`src/rtl/fetch_ctrl.sv`:
```
// rtl/fetch_ctrl.sv - instruction fetch sequencer between memory, PC and decoder
//
// Purpose:
//   Sequences one instruction-byte fetch at a time: drives the PC onto the
//   address bus, waits for memory data, latches it into ir, bumps the PC,
//   presents the byte to the decoder and, on an acknowledged jump, reloads
//   the PC from the jump target.
//
// Ports:
//   clk       in   1   system clock, rising edge
//   rst       in   1   synchronous active-high reset, highest priority
//   run       in   1   level; keep fetching while high (sampled in IDLE/DISP/LOAD)
//   mem_rdy   in   1   memory read data valid (honoured only in WAIT)
//   mem_data  in   8   instruction byte from memory
//   dec_ack   in   1   decoder accepted the presented instruction (honoured only in DISP)
//   jmp       in   1   with dec_ack: redirect fetch to jmp_addr
//   jmp_addr  in  16   jump target
//   mem_rd    out  1   memory read strobe
//   pc_oe     out  1   drive PC onto the address bus
//   pc_ini    out  1   one-cycle PC increment pulse
//   pc_lrc    out  1   one-cycle PC load pulse
//   pc_ld     out 16   PC load value, valid while pc_lrc=1
//   ir        out  8   instruction register
//   ir_vld    out  1   ir holds an unconsumed instruction
//   is        out  3   current state encoding
//   err       out  1   sticky memory-timeout flag
//
// Configuration:
//   FETCH_CTRL_TIMEOUT_EN  when defined, a 4-bit counter abandons a fetch after
//                          16 consecutive WAIT cycles without mem_rdy and sets
//                          err (cleared only by rst). When undefined, WAIT is
//                          unbounded and err is constant 0.

module fetch_ctrl (
    input  logic        clk,
    input  logic        rst,
    input  logic        run,
    input  logic        mem_rdy,
    input  logic [7:0]  mem_data,
    input  logic        dec_ack,
    input  logic        jmp,
    input  logic [15:0] jmp_addr,
    output logic        mem_rd,
    output logic        pc_oe,
    output logic        pc_ini,
    output logic        pc_lrc,
    output logic [15:0] pc_ld,
    output logic [7:0]  ir,
    output logic        ir_vld,
    output logic [2:0]  is,
    output logic        err
);

    typedef enum logic [2:0] {
        IDLE  = 3'd0,
        ADDR  = 3'd1,
        WAIT  = 3'd2,
        LATCH = 3'd3,
        DISP  = 3'd4,
        LOAD  = 3'd5
    } state_t;

    state_t state;
    state_t next;

    // High in the WAIT cycle that gives up on the memory; always 0 when the
    // timeout feature is not built.
    logic wait_expired;

    // ------------------------------------------------------------------
    // State register
    // ------------------------------------------------------------------
    always_ff @(posedge clk) begin
        if (rst) begin
            state <= IDLE;
        end else begin
            state <= next;
        end
    end

    // ------------------------------------------------------------------
    // Next state and strobes. Strobes are pure functions of the state, so
    // pc_ini (LATCH) and pc_lrc (LOAD) can never coincide with each other
    // or with pc_oe (ADDR/WAIT).
    // ------------------------------------------------------------------
    always_comb begin
        next   = state;
        mem_rd = 1'b0;
        pc_oe  = 1'b0;
        pc_ini = 1'b0;
        pc_lrc = 1'b0;
        case (state)
            IDLE: begin
                if (run) begin
                    next = ADDR;
                end
            end
            ADDR: begin
                mem_rd = 1'b1;
                pc_oe  = 1'b1;
                next   = WAIT;
            end
            WAIT: begin
                mem_rd = 1'b1;
                pc_oe  = 1'b1;
                if (mem_rdy) begin
                    next = LATCH;
                end else if (wait_expired) begin
                    next = IDLE;
                end
            end
            LATCH: begin
                // dec_ack is deliberately not looked at here: the decoder
                // cannot have seen this byte yet.
                pc_ini = 1'b1;
                next   = DISP;
            end
            DISP: begin
                if (dec_ack) begin
                    if (jmp) begin
                        next = LOAD;
                    end else if (run) begin
                        next = ADDR;
                    end else begin
                        next = IDLE;
                    end
                end
            end
            LOAD: begin
                pc_lrc = 1'b1;
                next   = run ? ADDR : IDLE;
            end
            default: begin
                next = IDLE;
            end
        endcase
    end

    // ------------------------------------------------------------------
    // Instruction register, valid flag and PC load value
    // ------------------------------------------------------------------
    always_ff @(posedge clk) begin
        if (rst) begin
            ir     <= 8'h00;
            ir_vld <= 1'b0;
            pc_ld  <= 16'h0000;
        end else begin
            if ((state == WAIT) && mem_rdy) begin
                ir <= mem_data;
            end
            if (state == LATCH) begin
                ir_vld <= 1'b1;
            end
            if ((state == DISP) && dec_ack) begin
                ir_vld <= 1'b0;
                // pc_ld is held afterwards so it stays stable through LOAD.
                if (jmp) begin
                    pc_ld <= jmp_addr;
                end
            end
        end
    end

    assign is = state;

`ifdef FETCH_CTRL_TIMEOUT_EN
    // ------------------------------------------------------------------
    // Memory timeout: wait_cnt counts WAIT cycles without mem_rdy. It is
    // cleared in ADDR, which is the only way into WAIT, so the first WAIT
    // cycle sees 0 and the 16th sees 15.
    // ------------------------------------------------------------------
    logic [3:0] wait_cnt;
    logic       err_q;

    assign wait_expired = (state == WAIT) && !mem_rdy && (wait_cnt == 4'hF);

    always_ff @(posedge clk) begin
        if (rst) begin
            wait_cnt <= 4'h0;
            err_q    <= 1'b0;
        end else begin
            if (state == ADDR) begin
                wait_cnt <= 4'h0;
            end else if ((state == WAIT) && !mem_rdy) begin
                wait_cnt <= wait_cnt + 4'h1;
            end
            if (wait_expired) begin
                err_q <= 1'b1;
            end
        end
    end

    assign err = err_q;
`else
    assign wait_expired = 1'b0;
    assign err          = 1'b0;
`endif

endmodule

```
`config.mk`:
```
export PLATFORM = sky130hd
export DESIGN_NAME = fetch_ctrl
export DESIGN_NICKNAME = d
export VERILOG_FILES = /design/src/rtl/fetch_ctrl.sv
export SDC_FILE = /design/constraint.sdc
export NUM_CORES = 1
export LEC_CHECK = 0
export ABC_AREA = 1
export CORE_MARGIN = 2
export CORE_UTILIZATION = 41
export CTS_CLUSTER_DIAMETER = 100
export DETAILED_ROUTE_END_ITERATION = 16
export GPL_TIMING_DRIVEN = 0
export PLACE_DENSITY_LB_ADDON = 0.15
export SYNTH_ARGS = -nofsm -noshare
export SYNTH_HDL_FRONTEND = slang
export SYNTH_SLANG_ARGS = --single-unit
export TNS_END_PERCENT = 50
```
`constraint.sdc`:
```
create_clock -name clk -period 2.7 [get_ports clk]
set_clock_uncertainty 0.15 [all_clocks]
set_input_delay 0.405 -clock clk [delete_from_list [all_inputs] [get_ports clk]]
set_output_delay 0.405 -clock clk [all_outputs]
set_load 0.02 [all_outputs]
```
==> results.toml <==
[status]
status = "finished clean"

[synthesis]
ys_ff_latch = 28
synth_cell_types = 24
post_synth_xor_area_fraction_pct = 0
synth-compound-area-share_pct = 12.7
syn_area_um2 = 1180
synth_top_family_by_area = "simple AND/OR/NAND/NOR gates"
async_flop_share_pct = 0
yosys-mux-area-fraction_pct = 0
syn_avg_cell_area_um2 = 8.15
synth-simple-area-share_pct = 30.8
synth-seq-area-share_pct = 47.4
ys_warn_count = 0
synthAdderAreaFrac_pct = 0
synth-edff-count = 0
synth_flop_cell = "dfxtp_1"
synthCells = 145
synth_nets = 175

[run]
cap_violations = 0

[power_and_ir_drop]
powerDensity_nw_per_um2 = 761
power.share.sequential_pct = 37.7
power_mw = 1.42
switching_share_pct = 38.1
combPwrFrac_pct = 48.3
clock_power_share_pct = 14.0
leakage_nw = 0.791
peakVddDrop_mv = 0.595
p_int_mw = 0.880
switchingPower_mw = 0.541

[global_routing]
grt_pass1_wl_um = 4930
grt_max_degree = 16
gr-total-overflow = 0
grt_pass1_vias = 1189
grtUsageTotal_pct = 18.4
antenna_found_initial = 0

[critical_path]
cpPeakStageDelay_ns = 0.58
cp.arrival_ns = 1.94
critPathKind = "reg2out"
path_max_fanout = 5
critPathSlowestCell = "clkdlybuf4s50_1"
reg2reg_slack_ns = 1.20
startpoint_type = "flip-flop"
end_kind = "primary output"
reg2reg_depth = 7
reg2reg_to = "ir[7]"
path_cells = "inv_1 > nor2_2 > nand2_2 > nand2_1 > buf_4 > clkdlybuf4s50_1"
cp.required_ns = 2.14
r2r_start = "is[1]"

[floorplan]
fp.dieArea_um2 = 3330
io_pins = 63
num_rows = 19
die_y_um = 57.7
core_area_um2 = 2760
start_util_pct = 42.9
dieWidth_um = 57.7

[final_layout]
layout.nets = 241
utilization_pct = 67.7
drive_gt1_share_pct = 13.3
areaGrowthSynthToFinish_pct = 58.0
antenna_cells = 0
nFillCells = 259
fin_area_um2 = 1870

[drt]
wl_met3_um = 223
drtIter0Drc = 49
post-route-drc-count = 0
top_layer = "met4"
wl_um = 2920
wl_met2_um = 1480
wl_per_cell_um = 12.1
post_drt_via_cell_ratio = 4.86
ant_nets = 0
wl_met1_um = 1180
drt_first_pass_iters = 4
vias = 1171

[cts]
cts_tree = "built"
ctsHoldBuffers = 0
numClockSinks = 28
clock_latency_ns = 0.32
cts.path.max_buffers = 2
postCtsResizedCells = 0
cts_setup_buffers = 0
htreeDepth = 1
cts_buffers = 3
root_buffer = "clkbuf_4"
cts.clk_slew.worst_paths_ns = 0.15

[place]
port_buffers = 61
hpwlAfterDp_um = 2350
postPlaceCellArea_um2 = 1830
gp_congestion = 0.977

[timing]
setup_viol = 0
timing.final.crit_period_ns = 2.50
rsz0062_at_grt = "false"
hold_viol_final = 0
fin_crit_sh_pct = 92.5
slew_violations = 0
tns_ns = 0
max_clock_freq_mhz = 400
whs_ns = 0.365

[worst_hold_path]
min-delay-start = "pc_ld[13]"
min_path_cells = 2
hold_class = "reg2reg"
min_to = "pc_ld[13]"
-- how the worst max path moves through the flow --
stage	from	endpoint	slack, ns
5_1_grt	is[1]	pc_oe	0.10
6_report	is[1]	pc_oe	0.20
3_3_place_gp	is[1]	pc_oe	0.62
3_5_place_dp	is[1]	pc_oe	0.58
4_1_cts	is[1]	pc_oe	0.21
2_1_floorplan	is[1]	pc_oe	0.91
-- power by group through the flow --
stage                     registers [mW]  logic (mW)  clock network (mW)
final                              0.536       0.685               0.200
after global placement             0.540       0.668                   0
after CTS                          0.535       0.687               0.205
after detailed placement           0.545       0.686                   0
after global routing               0.545       0.737               0.219
after floorplan                    0.626       0.312                   0
-- state kept, by name (all words and copies together) (netlist names) --
register / flops
ir_vld: 1
ir: 8
pc_ld: 16
is: 3
-- layer usage --
layer	vias up	track usage [%]
met1	537	21.1
met5	-	0
met3	4	4.02
met2	37	33.3
met4	0	6.64
li1	593	-
-- logic make-up (layout without fill, tap and decap cells) --
group                  Yosys count  in the layout
buffers and inverters           16             81
flip-flops                      28             28
AND/OR/NAND/NOR                 71             71
other                            1              1
AO/OA/AOI/OAI                   29             29
-- metrics by stage --
| step | worst slack (ns) | std cells |
|---|---|---|
| global route | 0.103 | 241 |
| finish | 0.202 | 241 |
| CTS | 0.212 | 241 |
| floorplan | 0.907 | 145 |
| detailed placement | 0.580 | 237 |
| global placement | 0.620 | 237 |
-- critical path, delay by kind of cell, from the launching register on --
kind,cells,cell delay (ns)
buffers and inverters,3,0.79
AND/OR/NAND/NOR,3,0.38
flip-flops,1,0.46
-- synthesized netlist by cell type (2+ instances only) --
cell type	n	area, µm²
buf_4	3	22.5
dfxtp_1	28	561
inv_1	7	26.3
nand2_1	5	18.8
nand3_1	5	25.0
nor2_1	43	161
nor2_2	10	62.6
nor2_4	2	22.5
nor2_8	2	40.0
nor3_1	2	10.0
o21ai_0	17	85.1
o21ai_1	9	45.0
-- layout make-up --
class | count | area (µm²) | share of cell area (%)
inverter | 9 | 38.8 | 2.08
timing repair buffer | 61 | 611 | 32.7
tap | 31 | 38.8 | 2.08
multi-input combinational | 101 | 518 | 27.7
sequential | 28 | 561 | 30.0
clock buffer | 4 | 36.3 | 1.94
buffer | 7 | 65.1 | 3.48
-- cells in the final DEF (no fill, tap or decap), types with 2 or more instances in the layout --
master	count
nor2_4	2
dfxtp_1	28
nor2_8	2
clkbuf_4	3
o21ai_0	17
nand3_1	5
nand2_1	5
o21ai_1	9
buf_4	3
nor2_1	43
inv_1	7
clkdlybuf4s50_1	61
nor2_2	10
nor3_1	2
Power figures use the tool's default switching activity.
